<file path="config.mk">
export PLATFORM = sky130hd
export DESIGN_NAME = ex_operand_stage
export DESIGN_NICKNAME = d
export VERILOG_FILES = /design/src/rtl/ex_operand_stage.sv
export SDC_FILE = /design/constraint.sdc
export NUM_CORES = 1
export LEC_CHECK = 0
export ABC_AREA = 1
export CORE_MARGIN = 8
export CORE_UTILIZATION = 47
export CTS_CLUSTER_DIAMETER = 30
export DETAILED_ROUTE_END_ITERATION = 6
export PLACE_DENSITY_LB_ADDON = 0.1
export SLEW_MARGIN = 20
export SYNTH_ARGS = -nofsm -noshare
export SYNTH_HDL_FRONTEND = slang
export SYNTH_SLANG_ARGS = --single-unit
</file>
<file path="constraint.sdc">
create_clock -name clk -period 2.03 [get_ports clk]
set_input_delay 0.3045 -clock clk [delete_from_list [all_inputs] [get_ports clk]]
set_output_delay 0.3045 -clock clk [all_outputs]
set_load 0.02 [all_outputs]
</file>
<file path="src/rtl/ex_operand_stage.sv">
// ex_operand_stage: the ID/EX register of the RV32I pipeline, directly upstream of the ALU.
// It holds one decoded instruction behind a valid/ready handshake and builds the ALU
// operands from the register file, the immediate or the PC. MEM/WB results are bypassed
// at capture. While the stage is stalled it keeps snooping the bypass buses, so a held
// operand never goes stale.
module ex_operand_stage #(
  parameter int XLEN = 32  // datapath width; the ALU is fixed at 32
) (
  input  logic            clk,
  input  logic            rst_n,
  input  logic            flush,
  // decode side
  input  logic            id_valid,
  output logic            id_ready,
  input  logic [XLEN-1:0] id_pc,
  input  logic [4:0]      id_rs1_addr,
  input  logic [4:0]      id_rs2_addr,
  input  logic [4:0]      id_rd_addr,
  input  logic [XLEN-1:0] id_rs1_data,
  input  logic [XLEN-1:0] id_rs2_data,
  input  logic [XLEN-1:0] id_imm,
  input  logic [3:0]      id_alu_op,
  input  logic            id_use_pc,
  input  logic            id_use_imm,
  input  logic            id_reg_write,
  // bypass buses
  input  logic            mem_fwd_valid,
  input  logic [4:0]      mem_fwd_rd,
  input  logic [XLEN-1:0] mem_fwd_data,
  input  logic            wb_fwd_valid,
  input  logic [4:0]      wb_fwd_rd,
  input  logic [XLEN-1:0] wb_fwd_data,
  // execute side
  output logic            ex_valid,
  input  logic            ex_ready,
  output logic [XLEN-1:0] ex_a,
  output logic [XLEN-1:0] ex_b,
  output logic [3:0]      ex_alu_op,
  output logic [XLEN-1:0] ex_store_data,
  output logic [4:0]      ex_rd_addr,
  output logic            ex_reg_write,
  output logic [XLEN-1:0] ex_pc
);

  // Result of looking one source register up on the bypass buses.
  typedef struct packed {
    logic            hit;
    logic [XLEN-1:0] data;
  } bypass_t;

  // MEM is younger than WB, so MEM wins. x0 never matches, because a producer that
  // "writes" x0 must not leak its value into a consumer.
  function automatic bypass_t bypass_lookup(
    input logic [4:0]      src,
    input logic            mem_v,
    input logic [4:0]      mem_rd,
    input logic [XLEN-1:0] mem_d,
    input logic            wb_v,
    input logic [4:0]      wb_rd,
    input logic [XLEN-1:0] wb_d
  );
    bypass_t res;
    res.hit  = 1'b0;
    res.data = '0;
    if (src != 5'd0) begin
      if (mem_v && (mem_rd == src)) begin
        res.hit  = 1'b1;
        res.data = mem_d;
      end else if (wb_v && (wb_rd == src)) begin
        res.hit  = 1'b1;
        res.data = wb_d;
      end
    end
    return res;
  endfunction

  // Pipeline registers
  logic            r_valid;
  logic [XLEN-1:0] r_a;
  logic [XLEN-1:0] r_b;
  logic [3:0]      r_alu_op;
  logic [XLEN-1:0] r_store_data;
  logic [4:0]      r_rd_addr;
  logic            r_reg_write;
  logic [XLEN-1:0] r_pc;
  // Source description kept so the stalled entry can snoop the bypass buses
  logic [4:0]      r_rs1_addr;
  logic [4:0]      r_rs2_addr;
  logic            r_use_pc;
  logic            r_use_imm;

  // Handshake and bypass wires
  logic            w_capture;
  bypass_t         w_cap_bp_rs1;
  bypass_t         w_cap_bp_rs2;
  bypass_t         w_hold_bp_rs1;
  bypass_t         w_hold_bp_rs2;
  logic [XLEN-1:0] w_fwd_rs1;
  logic [XLEN-1:0] w_fwd_rs2;
  logic [XLEN-1:0] w_cap_a;
  logic [XLEN-1:0] w_cap_b;

  // A flush redirects fetch, so nothing is accepted while it is asserted.
  assign id_ready  = !flush && (!r_valid || ex_ready);
  assign w_capture = id_valid && id_ready;

  // Bypass lookups for the incoming instruction and for the held one.
  assign w_cap_bp_rs1  = bypass_lookup(id_rs1_addr, mem_fwd_valid, mem_fwd_rd, mem_fwd_data,
                                       wb_fwd_valid, wb_fwd_rd, wb_fwd_data);
  assign w_cap_bp_rs2  = bypass_lookup(id_rs2_addr, mem_fwd_valid, mem_fwd_rd, mem_fwd_data,
                                       wb_fwd_valid, wb_fwd_rd, wb_fwd_data);
  assign w_hold_bp_rs1 = bypass_lookup(r_rs1_addr, mem_fwd_valid, mem_fwd_rd, mem_fwd_data,
                                       wb_fwd_valid, wb_fwd_rd, wb_fwd_data);
  assign w_hold_bp_rs2 = bypass_lookup(r_rs2_addr, mem_fwd_valid, mem_fwd_rd, mem_fwd_data,
                                       wb_fwd_valid, wb_fwd_rd, wb_fwd_data);

  // Resolve the forwarded source values and the operands of the incoming instruction.
  always_comb begin
    // NOTE: every output of this block is given a default first, so no path can leave one
    // unassigned and infer a latch.
    w_fwd_rs1 = id_rs1_data;
    w_fwd_rs2 = id_rs2_data;
    if (id_rs1_addr == 5'd0)   w_fwd_rs1 = '0;
    else if (w_cap_bp_rs1.hit) w_fwd_rs1 = w_cap_bp_rs1.data;
    if (id_rs2_addr == 5'd0)   w_fwd_rs2 = '0;
    else if (w_cap_bp_rs2.hit) w_fwd_rs2 = w_cap_bp_rs2.data;
    w_cap_a = id_use_pc  ? id_pc  : w_fwd_rs1;
    w_cap_b = id_use_imm ? id_imm : w_fwd_rs2;
  end

  // Stage register: flush > capture > drain > hold-with-snoop.
  always_ff @(posedge clk or negedge rst_n) begin
    if (!rst_n) begin
      // NOTE: the datapath registers are reset as well as the valid bit, so the outputs
      // are deterministic straight out of reset. Nothing here is a memory array.
      r_valid      <= 1'b0;
      r_a          <= '0;
      r_b          <= '0;
      r_alu_op     <= 4'b0000;
      r_store_data <= '0;
      r_rd_addr    <= 5'd0;
      r_reg_write  <= 1'b0;
      r_pc         <= '0;
      r_rs1_addr   <= 5'd0;
      r_rs2_addr   <= 5'd0;
      r_use_pc     <= 1'b0;
      r_use_imm    <= 1'b0;
    end else if (flush) begin
      // NOTE: non-blocking assignments throughout, so every register samples the values
      // from before this edge and the order of the statements cannot matter.
      r_valid <= 1'b0;
    end else if (w_capture) begin
      r_valid      <= 1'b1;
      r_a          <= w_cap_a;
      r_b          <= w_cap_b;
      r_alu_op     <= id_alu_op;
      r_store_data <= w_fwd_rs2;
      r_rd_addr    <= id_rd_addr;
      r_reg_write  <= id_reg_write;
      r_pc         <= id_pc;
      r_rs1_addr   <= id_rs1_addr;
      r_rs2_addr   <= id_rs2_addr;
      r_use_pc     <= id_use_pc;
      r_use_imm    <= id_use_imm;
    end else if (ex_ready) begin
      // Drained with nothing behind it; the data fields keep their last values.
      r_valid <= 1'b0;
    end else if (r_valid) begin
      // Stalled: pick up results that retire while this entry waits.
      if (!r_use_pc && w_hold_bp_rs1.hit)  r_a <= w_hold_bp_rs1.data;
      if (!r_use_imm && w_hold_bp_rs2.hit) r_b <= w_hold_bp_rs2.data;
      if (w_hold_bp_rs2.hit)               r_store_data <= w_hold_bp_rs2.data;
    end
  end

  assign ex_valid      = r_valid;
  assign ex_a          = r_a;
  assign ex_b          = r_b;
  assign ex_alu_op     = r_alu_op;
  assign ex_store_data = r_store_data;
  assign ex_rd_addr    = r_rd_addr;
  assign ex_reg_write  = r_reg_write;
  assign ex_pc         = r_pc;

endmodule

</file>
==> metrics.md <==
| Metric | Value |
|---|---|
| Crit path max fanout | 20 |
| Post-Syn Area | 10800 um2 |
| CTS tree | yes |
| Die Span X | 168 um |
| Unrepaired setup endpoints after global routing | no |
| Die ar. | 28100 um2 |
| Post-Layout Cell Count | 2501 |
| Tmin final | 2.00 ns |
| Routability cong. | 1.04 |
| Clock-pin transition on the worst setup and hold timing paths | 0.07 ns |
| Outcome | completed |
| Worst ir drop on vdd | 0.503 mV |
| Final Worst Setup Slack | 0.0319 ns |
| Largest net degree at the start of global routing | 56 |
| WL per Instance | 20.5 um |
| Area contributors post-synth | dfrtp_1 (35%), nand2_1 (23%), nor2_1 (8.7%), nand3_1 (5.8%), inv_1 (5.1%) |
| Final period util | 0.984 |
| Die Span Y | 168 um |
| Root buf cell | clkbuf_16 |
| Hold path cells | 3 |
| Number of max-cap violations | 0 |
| Reg2reg path depth | 10 |
| Post-Syn Instances | 1787 |
| Yosys top cell by area | dfrtp_1 |
| Setup_tns | 0 ns |
| CTS buffer count | 17 |
| Clk sinks | 151 |
| GRT met2 Usage | 0.549 |
| Finished Cell Area | 16500 um2 |
| Met3 usage | 0.0886 |
| Dpl cells | 2449 |
| Clock tree buffer depth | 2 |
| FILL cells | 1833 |
| Critical Path Sink Type | register |
| Top-area cell type share of the netlist area | 0.349 |
| Initial antenna violation count | 8 |
| Area growth from synthesis to layout | 52.4% |
| Leakage | 8.63 nW |
| IO Port Bufs | 370 |
| Critical Path RT | 2.39 ns |
| Syn_nets | 2018 |
| Pwr Total | 11.8 mW |
| Vias in the first global route | 13546 |
| Via-to-Cell Ratio | 5.58 |
| GRT met1 Usage | 0.450 |
| Clk_lat worst skew | 0.43 ns |
| Setup WS pre-CTS | -0.568 ns |
| Fmax | 500 MHz |
| Row cnt | 55 |
| Reg-to-reg critical path endpoint | ex_a[15] |
| Initial DRC Count | 1800 |
| Detailed Place HPWL | 39.4 mm |
| Rel. slew slack | 0.558 |
| Core Area | 22600 um2 |
| First-pass GRT wire length | 77.3 mm |
| GRT overflow | 0 |
| First-pass DRT Iterations | 6 |
| Critical R2R Launch | r_rs1_addr[3] |
| Initial core utilization | 0.478 |
| Final WL | 51.3 mm |
| Min-Delay Startpoint | id_rs2_addr[0] |
| Commonest non-fill, non-tap cell in the layout | nand2_1 |
| Flop2flop setup slack | 0.03 ns |
| Leading cell types in the layout, fill and taps excluded | nand2_1 (675), clkdlybuf4s50_1 (353), nor2_1 (246) |
| Skew final | 0.0161 ns |
| DRC viols | 0 |
| Kind of critical path | register to register |
| Total vias in the final route | 13947 |
| Post-synthesis sequential area ratio | 0.349 |
| Setup crit start kind | register |
| FF+latch count, synth | 151 |
| CP Data Arrival Time | 2.36 ns |
| # setup viols final | 0 |
| Pwr per Cell Area | 717 nW/um2 |
| Layout Nets | 2428 |
| Mapped Avg Cell Area | 6.06 um2 |
| Post-synthesis cell type count | 31 |
| Least-Margin Pin Slew | 0.662 ns |
| Final ANT Viol Nets | 0 |
| Final Hold Viols | 0 |
| Final Max Slew Viols | 0 |
| I/O pin cnt | 371 |
| Gr usage total | 0.350 |
| Ys Warns | 0 |
| Hold Path End | r_rs2_addr[0] |
| Worst setup startpoint | r_rs1_addr[3] |
| Share of layout cells above drive strength 1 | 0.0986 |
| Hold/Removal Path Class | input port to register |
| Htree depth | 4 |
| Placed Area | 15600 um2 |
| Most Crowded Layer GR | met2 |
[layer usage]
layer | wire, um | vias up
met3 | 6270 | 159
met2 | 23000 | 1011
met4 | 2170 | 6
met1 | 19800 | 6324
met5 | 40 | -
li1 | - | 6447
[cell families (layout without fill, tap and decap cells)]
kind of cell	after synthesis	after routing	share of synthesized area
AOI/OAI and AO/OA	243	243	0.125
xor gates and xnor gates	4	4	0.00324
and+or+nand+nor	1112	1112	0.418
buffers and inverters	277	700	0.105
other	0	6	0
DFF	151	151	0.349
[synthesized netlist by cell type]
master and n:
nand2_1 677, o21a_1 16, a21boi_1 10, o21bai_1 10, o21ai_0 92, clkinv_1 9, buf_2 36, nand3_2 1
inv_1 146, nand3_4 2, clkbuf_1 57, dfrtp_1 151, o22ai_1 7, xor2_1 4, nand2_2 3, buf_1 3
a21oi_1 93, nand2_4 1, o211ai_1 10, nor2_2 4, buf_6 4, nand3_1 125, inv_2 15, nor3_2 2
nand4_1 42, nand3b_1 2, buf_4 7, nor3_1 3, nor2_1 250, a21oi_2 2, o21ai_1 3
[report_power, final]
group | leakage (nW) | switching [mW] | internal [mW] | total [mW]
sequential | 1.87 | 0.385 | 3.53 | 3.91
clock | 0.292 | 1.48 | 1.88 | 3.36
combinational | 6.47 | 2.49 | 2.05 | 4.55
total | 8.63 | 4.35 | 7.47 | 11.8
[sequential cells by signal (all words and copies together), names as in the netlist]
register and count:
ex_a 32, ex_b 32, ex_pc 32, ex_store_data 32, ex_rd_addr 5, r_rs1_addr 5
r_rs2_addr 5, ex_alu_op 4, ex_reg_write 1, ex_valid 1, r_use_imm 1, r_use_pc 1
[how the worst max path moves through the flow]
stage | endpoint | slack (ns) | cells past startpoint
global placement | ex_b[30] | -0.56 | 13
CTS | ex_a[21] | 0.02 | 10
detailed placement | ex_b[22] | -0.57 | 12
finish | ex_a[15] | 0.03 | 10
floorplan | ex_b[23] | 0.02 | 12
global route | ex_b[12] | 0.003 | 11
[critical path: stages, from the launching register on]
cell     delay, ns
dfrtp_1       0.43
inv_1         0.16
nand2_1       0.09
a21oi_2       0.19
nand3_2       0.15
buf_4         0.23
o21ai_0       0.37
nand2_1       0.11
nand2_1       0.08
nand3_1       0.07
nand2_1       0.05
[per-stage QoR]
stage          hold WS [ns]  utilization
2_1_floorplan       0.00891            -
3_3_place_gp          0.286        0.688
3_5_place_dp          0.290        0.688
4_1_cts               0.408        0.716
5_1_grt               0.295        0.728
6_report              0.289        0.728
[what timing repair did]
action | in CTS | in global routing
hold buffers | 1 | 0
gates cloned | 1 | 3
pin swaps | 0 | 12
hold endpoints to repair | 45 | 0
setup endpoints to repair | 80 | 94
setup buffers | 0 | 9
resized for setup | 6 | 46
[area by class of cell]
cell class | instances | area [um2] | area share
Sequential cell | 151 | 3780 | 0.229
Tap cell | 285 | 357 | 0.0216
Clock buffer | 18 | 439 | 0.0266
Multi-Input combinational cell | 1359 | 5990 | 0.363
Inverter | 170 | 641 | 0.0389
Clock inverter | 14 | 164 | 0.00994
Timing Repair Buffer | 498 | 5100 | 0.309
Antenna cell | 6 | 15.0 | 0.000911
(Power assumes the default switching activity.)
